==> src/rtl/hazard_fwd_unit_pkg.sv <==
// Shared LC-3b pipeline types for the hazard/forwarding unit.
// Default-width entry layout, forward-select encodings and a saturating counter helper.
package hazard_fwd_unit_pkg;

  typedef logic [2:0] lc3b_reg;

  typedef struct packed {
    logic          valid;
    lc3b_reg       dest;
    logic          we;
    logic          is_load;
    lc3b_reg [1:0] src;
    logic    [1:0] src_used;
  } hazard_entry_t;

  localparam int unsigned FWD_REGFILE = 0;
  localparam int unsigned FWD_MEM     = 1;
  localparam int unsigned FWD_WB      = 2;

  function automatic logic [31:0] sat_inc(input logic [31:0] v);
    return (&v) ? v : v + 32'd1;
  endfunction

endpackage

==> src/rtl/hazard_fwd_unit_if.sv <==
// ID-side control bundle of the hazard/forwarding unit.
// Defining HAZARD_STATS_EN adds stats_clr and the three event counters.
interface hazard_fwd_unit_if #(
  parameter int unsigned REG_W   = 3,
  parameter int unsigned NUM_SRC = 2,
  parameter int unsigned STAGES  = 3,
  parameter int unsigned SEL_W   = $clog2(STAGES)
);
  logic                     id_valid;
  logic [NUM_SRC*REG_W-1:0] id_src;
  logic [NUM_SRC-1:0]       id_src_used;
  logic [REG_W-1:0]         id_dest;
  logic                     id_dest_we;
  logic                     id_is_load;
  logic                     mem_stall;
  logic                     flush;
  logic                     id_stall;
  logic                     issue_bubble;
  logic [NUM_SRC*SEL_W-1:0] fwd_sel;
  logic                     ex_valid;
`ifdef HAZARD_STATS_EN
  logic                     stats_clr;
  logic [31:0]              stall_cnt;
  logic [31:0]              flush_cnt;
  logic [31:0]              mstall_cnt;

  modport master (
    output id_valid, id_src, id_src_used, id_dest, id_dest_we, id_is_load, mem_stall, flush,
           stats_clr,
    input  id_stall, issue_bubble, fwd_sel, ex_valid, stall_cnt, flush_cnt, mstall_cnt
  );
  modport slave (
    input  id_valid, id_src, id_src_used, id_dest, id_dest_we, id_is_load, mem_stall, flush,
           stats_clr,
    output id_stall, issue_bubble, fwd_sel, ex_valid, stall_cnt, flush_cnt, mstall_cnt
  );
`else
  modport master (
    output id_valid, id_src, id_src_used, id_dest, id_dest_we, id_is_load, mem_stall, flush,
    input  id_stall, issue_bubble, fwd_sel, ex_valid
  );
  modport slave (
    input  id_valid, id_src, id_src_used, id_dest, id_dest_we, id_is_load, mem_stall, flush,
    output id_stall, issue_bubble, fwd_sel, ex_valid
  );
`endif
endinterface

==> src/rtl/hazard_fwd_unit_fwd_match.sv <==
// Priority comparator for one EX source against the older tracked stages.
// Returns the youngest stage index writing the source register, or 0 for the regfile.
module fwd_match #(
  parameter int unsigned REG_W  = 3,
  parameter int unsigned STAGES = 3,
  parameter int unsigned SEL_W  = $clog2(STAGES)
) (
  input  logic                          i_en,
  input  logic [REG_W-1:0]              i_src,
  input  logic [(STAGES-1)*REG_W-1:0]   i_dest,
  input  logic [STAGES-2:0]             i_wr,
  output logic [SEL_W-1:0]              o_sel
);

  // Walk oldest to youngest so the youngest match overwrites.
  always_comb begin
    o_sel = '0;
    for (int k = STAGES - 1; k >= 1; k--) begin
      if (i_en && i_wr[k-1] && (i_dest[(k-1)*REG_W +: REG_W] == i_src)) begin
        o_sel = SEL_W'(k);
      end
    end
  end

endmodule

==> src/rtl/hazard_fwd_unit.sv <==
// Scoreboard-based hazard and forwarding controller for the LC-3b pipeline.
// Optional HAZARD_STATS_EN adds saturating stall/flush/mem-stall event counters.
module hazard_fwd_unit
  import hazard_fwd_unit_pkg::*;
#(
  parameter int unsigned REG_W       = 3,
  parameter int unsigned NUM_SRC     = 2,
  parameter int unsigned STAGES      = 3,
  parameter int unsigned FLUSH_DEPTH = 1,
  parameter int unsigned SEL_W       = $clog2(STAGES)
) (
  input logic               clk,
  input logic               reset,
  hazard_fwd_unit_if.slave  io_bus
);

  typedef struct packed {
    logic                     valid;
    logic [REG_W-1:0]         dest;
    logic                     we;
    logic                     is_load;
    logic [NUM_SRC*REG_W-1:0] src;
    logic [NUM_SRC-1:0]       src_used;
  } entry_t;

  entry_t [STAGES-1:0]         r_ent;
  entry_t [STAGES-1:0]         w_ent_nxt;
  entry_t                      w_id_ent;
  logic                        w_src_hit;
  logic                        w_hazard;
  logic [NUM_SRC*SEL_W-1:0]    w_fwd_sel;
  logic [(STAGES-1)*REG_W-1:0] w_old_dest;
  logic [STAGES-2:0]           w_old_wr;
  logic                        w_ld_fwd;
  logic                        w_unused_fields;

  always_comb begin
    w_id_ent          = '0;
    w_id_ent.valid    = io_bus.id_valid;
    w_id_ent.dest     = io_bus.id_dest;
    w_id_ent.we       = io_bus.id_dest_we;
    w_id_ent.is_load  = io_bus.id_is_load;
    w_id_ent.src      = io_bus.id_src;
    w_id_ent.src_used = io_bus.id_src_used;
  end

  always_comb begin
    w_src_hit = 1'b0;
    for (int i = 0; i < NUM_SRC; i++) begin
      if (io_bus.id_src_used[i] && (io_bus.id_src[i*REG_W +: REG_W] == r_ent[0].dest)) begin
        w_src_hit = 1'b1;
      end
    end
  end

  assign w_hazard = io_bus.id_valid & r_ent[0].valid & r_ent[0].we & r_ent[0].is_load & w_src_hit;

  // Flush squashes every entry sourced from a stage younger than the branch.
  always_comb begin
    w_ent_nxt = r_ent;
    if (!io_bus.mem_stall) begin
      for (int unsigned k = 1; k < STAGES; k++) begin
        w_ent_nxt[k] = (io_bus.flush && (k <= FLUSH_DEPTH)) ? '0 : r_ent[k-1];
      end
      w_ent_nxt[0] = (io_bus.flush || w_hazard) ? '0 : w_id_ent;
    end
  end

  always_ff @(posedge clk or posedge reset) begin
    if (reset) begin
      r_ent <= '0;
    end else begin
      r_ent <= w_ent_nxt;
    end
  end

  for (genvar k = 1; k < STAGES; k++) begin : g_old
    assign w_old_dest[(k-1)*REG_W +: REG_W] = r_ent[k].dest;
    assign w_old_wr[k-1]                    = r_ent[k].valid & r_ent[k].we;
  end

  for (genvar i = 0; i < NUM_SRC; i++) begin : g_src
    fwd_match #(
      .REG_W  (REG_W),
      .STAGES (STAGES),
      .SEL_W  (SEL_W)
    ) u_fwd_match (
      .i_en   (r_ent[0].valid & r_ent[0].src_used[i]),
      .i_src  (r_ent[0].src[i*REG_W +: REG_W]),
      .i_dest (w_old_dest),
      .i_wr   (w_old_wr),
      .o_sel  (w_fwd_sel[i*SEL_W +: SEL_W])
    );
  end

  assign io_bus.fwd_sel      = w_fwd_sel;
  assign io_bus.ex_valid     = r_ent[0].valid;
  assign io_bus.id_stall     = ~reset & (io_bus.mem_stall | (w_hazard & ~io_bus.flush));
  assign io_bus.issue_bubble = ~reset & ~io_bus.mem_stall &
                               (io_bus.flush | w_hazard | ~io_bus.id_valid);

  always_comb begin
    w_ld_fwd        = 1'b0;
    w_unused_fields = 1'b0;
    for (int unsigned i = 0; i < NUM_SRC; i++) begin
      if (w_fwd_sel[i*SEL_W +: SEL_W] == SEL_W'(1)) w_ld_fwd = 1'b1;
    end
    for (int unsigned k = 1; k < STAGES; k++) begin
      w_unused_fields = w_unused_fields ^ (^{r_ent[k].is_load, r_ent[k].src, r_ent[k].src_used});
    end
  end

  // The load-use stall must keep a load result from ever being needed out of MEM.
  a_no_mem_load_fwd : assert property (@(posedge clk) disable iff (reset)
    !(w_ld_fwd && r_ent[1].is_load))
    else $error("load result selected for forwarding from MEM stage");

`ifdef HAZARD_STATS_EN
  logic [31:0] r_stall_cnt;
  logic [31:0] r_flush_cnt;
  logic [31:0] r_mstall_cnt;

  always_ff @(posedge clk or posedge reset) begin
    if (reset) begin
      r_stall_cnt  <= '0;
      r_flush_cnt  <= '0;
      r_mstall_cnt <= '0;
    end else if (io_bus.stats_clr) begin
      r_stall_cnt  <= '0;
      r_flush_cnt  <= '0;
      r_mstall_cnt <= '0;
    end else begin
      if (w_hazard && !io_bus.flush && !io_bus.mem_stall) r_stall_cnt <= sat_inc(r_stall_cnt);
      if (io_bus.flush && !io_bus.mem_stall) r_flush_cnt <= sat_inc(r_flush_cnt);
      if (io_bus.mem_stall) r_mstall_cnt <= sat_inc(r_mstall_cnt);
    end
  end

  assign io_bus.stall_cnt  = r_stall_cnt;
  assign io_bus.flush_cnt  = r_flush_cnt;
  assign io_bus.mstall_cnt = r_mstall_cnt;
`endif

endmodule

==> src/flat_wrapper.sv <==
// flat-port wrapper written by rule: the top's interface ports become plain ports
module hazard_fwd_unit_flat import hazard_fwd_unit_pkg::*;
#(
  parameter int unsigned REG_W       = 3,
  parameter int unsigned NUM_SRC     = 2,
  parameter int unsigned STAGES      = 3,
  parameter int unsigned FLUSH_DEPTH = 1,
  parameter int unsigned SEL_W       = $clog2(STAGES)
)
  (clk, reset, io_bus_id_valid, io_bus_id_src, io_bus_id_src_used, io_bus_id_dest, io_bus_id_dest_we, io_bus_id_is_load, io_bus_mem_stall, io_bus_flush, io_bus_id_stall, io_bus_issue_bubble, io_bus_fwd_sel, io_bus_ex_valid);
  hazard_fwd_unit_if #(.REG_W(REG_W), .NUM_SRC(NUM_SRC), .STAGES(STAGES), .SEL_W(SEL_W)) io_bus_i ();
  input logic clk;
  input logic reset;
  input wire logic [$bits(io_bus_i.id_valid)-1:0] io_bus_id_valid;
  input wire logic [$bits(io_bus_i.id_src)-1:0] io_bus_id_src;
  input wire logic [$bits(io_bus_i.id_src_used)-1:0] io_bus_id_src_used;
  input wire logic [$bits(io_bus_i.id_dest)-1:0] io_bus_id_dest;
  input wire logic [$bits(io_bus_i.id_dest_we)-1:0] io_bus_id_dest_we;
  input wire logic [$bits(io_bus_i.id_is_load)-1:0] io_bus_id_is_load;
  input wire logic [$bits(io_bus_i.mem_stall)-1:0] io_bus_mem_stall;
  input wire logic [$bits(io_bus_i.flush)-1:0] io_bus_flush;
  output wire logic [$bits(io_bus_i.id_stall)-1:0] io_bus_id_stall;
  output wire logic [$bits(io_bus_i.issue_bubble)-1:0] io_bus_issue_bubble;
  output wire logic [$bits(io_bus_i.fwd_sel)-1:0] io_bus_fwd_sel;
  output wire logic [$bits(io_bus_i.ex_valid)-1:0] io_bus_ex_valid;
  assign io_bus_i.id_valid = io_bus_id_valid;
  assign io_bus_i.id_src = io_bus_id_src;
  assign io_bus_i.id_src_used = io_bus_id_src_used;
  assign io_bus_i.id_dest = io_bus_id_dest;
  assign io_bus_i.id_dest_we = io_bus_id_dest_we;
  assign io_bus_i.id_is_load = io_bus_id_is_load;
  assign io_bus_i.mem_stall = io_bus_mem_stall;
  assign io_bus_i.flush = io_bus_flush;
  assign io_bus_id_stall = io_bus_i.id_stall;
  assign io_bus_issue_bubble = io_bus_i.issue_bubble;
  assign io_bus_fwd_sel = io_bus_i.fwd_sel;
  assign io_bus_ex_valid = io_bus_i.ex_valid;
  hazard_fwd_unit #(.REG_W(REG_W), .NUM_SRC(NUM_SRC), .STAGES(STAGES), .FLUSH_DEPTH(FLUSH_DEPTH), .SEL_W(SEL_W)) u_core (.clk(clk), .reset(reset), .io_bus(io_bus_i));
endmodule
==> config.mk <==
export PLATFORM = sky130hd
export DESIGN_NAME = hazard_fwd_unit_flat
export DESIGN_NICKNAME = d
export VERILOG_FILES = /design/src/rtl/hazard_fwd_unit_pkg.sv /design/src/rtl/hazard_fwd_unit_if.sv /design/src/rtl/hazard_fwd_unit_fwd_match.sv /design/src/rtl/hazard_fwd_unit.sv /design/src/flat_wrapper.sv
export SDC_FILE = /design/constraint.sdc
export NUM_CORES = 1
export LEC_CHECK = 0
export CAP_MARGIN = 5
export CORE_AREA = 3 3 63 65
export DETAILED_ROUTE_END_ITERATION = 10
export DIE_AREA = 0 0 66 68
export GPL_ROUTABILITY_DRIVEN = 1
export PLACE_DENSITY = 0.69
export SYNTH_ARGS = -nofsm -noshare
export SYNTH_HDL_FRONTEND = slang
export SYNTH_SLANG_ARGS = --single-unit
==> constraint.sdc <==
create_clock -name clk -period 2.25 [get_ports clk]
set_clock_uncertainty 0.1 [all_clocks]
set_input_delay 0.45 -clock clk [delete_from_list [all_inputs] [get_ports clk]]
set_output_delay 0.45 -clock clk [all_outputs]
set_load 0.005 [all_outputs]
Word level (Yosys, flattened, before mapping)
Cells that the tools add are included.
{"block": "op_classes", "n_eq_ne": 6, "muxes": 8, "n_bitwise": 19, "reduce_logical": 11}
{"cell": "2-to-1 mux 14 bit", "count": 2}
{"cell": "== test 3 bit", "count": 6}
{"cell": "AND 1 bit", "count": 12}
{"cell": "logical AND 1 bit", "count": 10}
{"cell": "2-to-1 mux 2 bit", "count": 4}
{"cell": "NOT 1 bit", "count": 4}
{"cell": "OR 1 bit", "count": 3}
{"cell": "2-to-1 mux 1 bit", "count": 2}
{"cell": "logical OR 1 bit", "count": 1}
{"block": "word_totals", "ff_bits": 24, "input_bits": 18, "output_inout_bits": 7, "word_cells": 56}

Logic depth before layout (Yosys ltp)
{"block": "logic_depth", "depth_word": 8, "depth_mapped": 5, "depth_no_buf": 4}

Modules after synthesis
Synthesis repeated with hierarchy kept, for this count alone.
{"block": "hier_totals", "hier_cells": 130, "hier_area_um2": 1249.9}
{"module": "hazard_fwd_unit", "instances": 1, "cells_per_inst": 110, "area_each_um2": 1077.3, "seq_area_each_um2": 600.6}
{"module": "fwd_match", "instances": 2, "cells_per_inst": 10, "area_each_um2": 86.3, "seq_area_each_um2": 0.0}

Least setup slack after synthesis
Ideal clock, no wire load.
{"block": "synth_path", "path_kind": "input port to output port", "start": "input port reset", "end": "output port io_bus_issue_bubble", "t_arrival_ps": 1294, "required_ps": 1700, "path_slack_ps": 406, "cell_stages": 2, "path_buffers": 0, "path_cell_list": "inv_1 -> o311a_2"}
{"block": "synth_via", "elab_chain_cells": 3}
{"element": "from (decl)", "line": "flat_wrapper.sv:13", "rtl": "input logic reset;"}
{"element": "NOT 1 bit", "line": "hazard_fwd_unit.sv:99", "rtl": "assign io_bus.issue_bubble = ~reset & ~io_bus.mem_stall &"}
{"element": "AND 1 bit (2 in series)", "line": "hazard_fwd_unit.sv:99"}
{"element": "to (decl)", "line": "flat_wrapper.sv:23", "rtl": "output wire logic [$bits(io_bus_i.issue_bubble)-1:0] io_bus_issue_bubble;"}
Every way passes these cells.

Final worst setup path
{"block": "layout_path", "start": "input port io_bus_id_src_used[1]", "end": "output port io_bus_id_stall"}
{"block": "layout_via", "elab_chain_cells": 6}
{"element": "from (decl)", "line": "flat_wrapper.sv:16", "rtl": "input wire logic [$bits(io_bus_i.id_src_used)-1:0] io_bus_id_src_used;"}
{"element": "logical AND 1 bit", "line": "hazard_fwd_unit.sv:50", "rtl": "if (io_bus.id_src_used[i] && (io_bus.id_src[i*REG_W +: REG_W] == r_ent[0].dest)) begin"}
{"element": "2-to-1 mux 1 bit", "line": "hazard_fwd_unit.sv:50"}
{"element": "AND 1 bit", "line": "hazard_fwd_unit.sv:56", "rtl": "assign w_hazard = io_bus.id_valid & r_ent[0].valid & r_ent[0].we & r_ent[0].is_load & w_src_hit;"}
{"element": "AND 1 bit", "line": "hazard_fwd_unit.sv:98", "rtl": "assign io_bus.id_stall = ~reset & (io_bus.mem_stall | (w_hazard & ~io_bus.flush));"}
{"element": "OR 1 bit", "line": "hazard_fwd_unit.sv:98"}
{"element": "AND 1 bit", "line": "hazard_fwd_unit.sv:98"}
{"element": "to (decl)", "line": "flat_wrapper.sv:22", "rtl": "output wire logic [$bits(io_bus_i.id_stall)-1:0] io_bus_id_stall;"}
Every way passes these cells.

==> run_results.csv <==
group,metric,value,unit
outcome,status,"complete, no violations",
min_path,hold_class,"register to register",
floorplan,initial_core_util,35.4,%
timing,max_freq,0.448,GHz
timing,fin_crit_sh,99.2,%
clock_network,root_buffer,"clkbuf_4",
timing,fin_ws,17.1,ps
route,wl_per_cell,13.7,um
yosys,ys_warn_count,0,
critical_path,reg2reg_from,"u_core.r_ent[10]",
timing,setup_viol,0,
yosys,synthArstFlopShare,100,%
yosys,synth_top_family_by_area,"simple AND/OR/NAND/NOR gates",
route,num_vias,1021,
yosys,synthAdderAreaFrac,0,%
global_routing,antenna_found_initial,0,
power_and_ir_drop,cellPowerDensity,517,nW/um^2
clock_network,clk_pin_slew_worst_paths,120,ps
floorplan,die_h,68,um
yosys,synth_cells,126,
yosys,syn_area_per_cell,9.53,sq um
cells_and_area,multi_input_area,608,sq um
yosys,synth_edf_count,0,
yosys,synth.top_cell.area_share,50.0,%
clock_network,clockBufferDepth,2,
clock_network,h-tree-depth,1,
yosys,yosysTopAreaCell,"dfrtp_1",
yosys,synth_cell_types,23,
critical_path,path_max_fanout,2,
placed_design,numPortBuffers,24,
timing,relSlewSlack,56.2,%
timing,grt_setup_unrepaired,"true",
cells_and_area,layout-area-overhead-vs-synth,40.1,%
power_and_ir_drop,power,0.000870,W
critical_path,arrival,1680,ps
clock_network,cts_buffers,3,
power_and_ir_drop,ir_drop,0.000163,V
yosys,synth.top_cells.by_count,"34 x nand2_1, 24 x dfrtp_1, 13 x o21ai_0, 10 x xnor2_1, 8 x xor2_1",
min_path,worstHoldStart,"u_core.r_ent[8]",
route,first_pass_iters,4,
critical_path,startpoint,"io_bus_id_src_used[1]",
route,drt_iter0_drc,73,
critical_path,cp-start-kind,"input port",
route,vias_per_cell,4.73,
placed_design,place_area,1520,sq um
floorplan,die_w,66,um
timing,slew_violations,0,
route,drc_errors,0,
floorplan,ios,25,
route,ant_nets,0,
cells_and_area,antenna_cells,0,
yosys,synth-simple-area-share,16.9,%
global_routing,gr-total-overflow,0,
yosys,synth_area_leaders,"dfrtp_1 50%, nand2_1 11%, xnor2_1 7.3%, xor2_1 5.8%, o21ai_0 5.4%",
yosys,muxShareOfSynthArea,4.69,%
cells_and_area,fillers,317,
placed_design,place_ws,-458,ps
power_and_ir_drop,power.leakage,0.777,nW
floorplan,row_count,21,
yosys,yosysMostFrequentCell,"nand2_1",
timing,finalHoldViolCount,0,
yosys,synth-xor-area-share,13.1,%
floorplan,core,3390,sq um
clock_network,clkSinkCount,24,
timing,tightest_slew,657,ps
cells_and_area,final_net_count,190,
cells_and_area,final_area,1680,sq um
critical_path,crit_type,"input port to output pin",
timing,min_period,2230,ps
global_routing,grtUsageTotal,13.3,%
timing,whs,402,ps
clock_network,cts_tree,"done",
floorplan,dieArea,4490,sq um
run,maxCapViolCount,0,
global_routing,grt_pass1_wl,4490,um
clock_network,clock_latency,310,ps
yosys,ys.flop_type,"dfrtp_1",
yosys,mappedNetlistArea,1200,sq um
cells_and_area,seqCellArea,603,sq um
critical_path,required,1700,ps
yosys,syn-num-nets,144,
yosys,synth_compound_area_share,11.8,%
critical_path,end_kind,"output pin",
cells_and_area,fin_util,49.6,%
placed_design,place_congestion,0.755,
global_routing,grt_pass1_vias,993,
route,wirelength,2960,um
cells_and_area,final_layout_size_suffix_gt1_share,25.3,%
yosys,synth-seq-cells,24,
yosys,seq_area_frac_synth,50.0,%
global_routing,grt_max_degree,25,
==> per-stage QoR <==
stage / setup TNS, ps / instances
2_1_floorplan: 0 / 126
3_3_place_gp: -888 / 198
3_5_place_dp: -870 / 198
4_1_cts: -151 / 208
5_1_grt: -226 / 216
6_report: 0 / 216
==> final cells by class <==
class	instances	share of cell area, %
inverters	3	0.669
well taps	46	3.42
repair buffers	46	22.6
multi-input cells	94	36.1
flip-flops and latches	24	35.8
clock buffers	3	1.34
==> path summary, 6_finish.rpt <==
kind	to	slack, ps	cells past startpoint
max	io_bus_id_stall	20	6
min	u_core.r_ent[8]	400	2
max reg2reg	u_core.r_ent[0]	620	6
min reg2reg	u_core.r_ent[8]	400	2
max in group asynchronous	u_core.r_ent[10]	1330	3
min in group asynchronous	u_core.r_ent[37]	460	3
==> power by group <==
group	total [W]	switching, W	internal (W)
clock	0.000184	0.000121	0.0000627
combinational	0.000190	0.0000855	0.000104
sequential	0.000497	0.0000327	0.000464
total	0.000870	0.000239	0.000631
==> worst max-delay path: stages <==
cell and delay, ps:
clkdlybuf4s50_1 500, nand4_1 130, buf_4 160, a211oi_2 200
o21a_1 140, buf_2 100
==> kinds of logic after synthesis <==
kind of cell	after synthesis
and+or+nand+nor	48
xor gates and xnor gates	18
AOI/OAI and AO/OA	23
buffers and inverters	8
DFF	24
muxes	5
==> metal layers <==
metal  share of wire (%)  routed length (um)  track usage (%)  vias up
li1                    -                   -                -      512
met1                  45                1340             16.4      481
met2                  48                1430             22.5       23
met3                 4.7                 139             2.96        5
met4                 1.7                  51             6.09        0
met5                   0                   0                0        -
==> sequential cells by signal, indices dropped and copies added, names as in the netlist <==
register	cells
u_core.io_bus.ex_valid	1
u_core.r_ent	23
==> placed cells by master (no fill, tap or decap) <==
cell type	synthesis	layout
inv_1	3	3
xnor2_2	0	2
buf_2	1	1
nand2_1	34	34
nor2_2	1	1
clkbuf_2	0	2
xor2_1	8	8
o311a_2	1	1
dfrtp_1	24	22
nand4_1	3	3
xnor2_1	10	8
o21ai_0	13	13
nor2_1	2	2
nor3_1	2	2
a22o_1	3	3
nand3_1	4	4
dfrtp_2	0	2
o21ai_1	3	3
a211oi_2	0	1
mux2_2	5	5
o21a_1	1	1
nor4_4	0	2
clkdlybuf4s50_1	0	12
clkbuf_4	0	3
buf_4	1	22
clkdlybuf4s15_1	0	1
a21oi_2	1	1
dlygate4sd2_1	0	8
==> timing repair <==
| item | CTS | global route |
|---|---|---|
| setup endpoints to repair | 6 | 5 |
| hold buffers | 0 | 0 |
| pin swaps | 8 | 17 |
| resized for setup | 18 | 11 |
| setup buffers | 7 | 8 |
(Power assumes the default switching activity.)
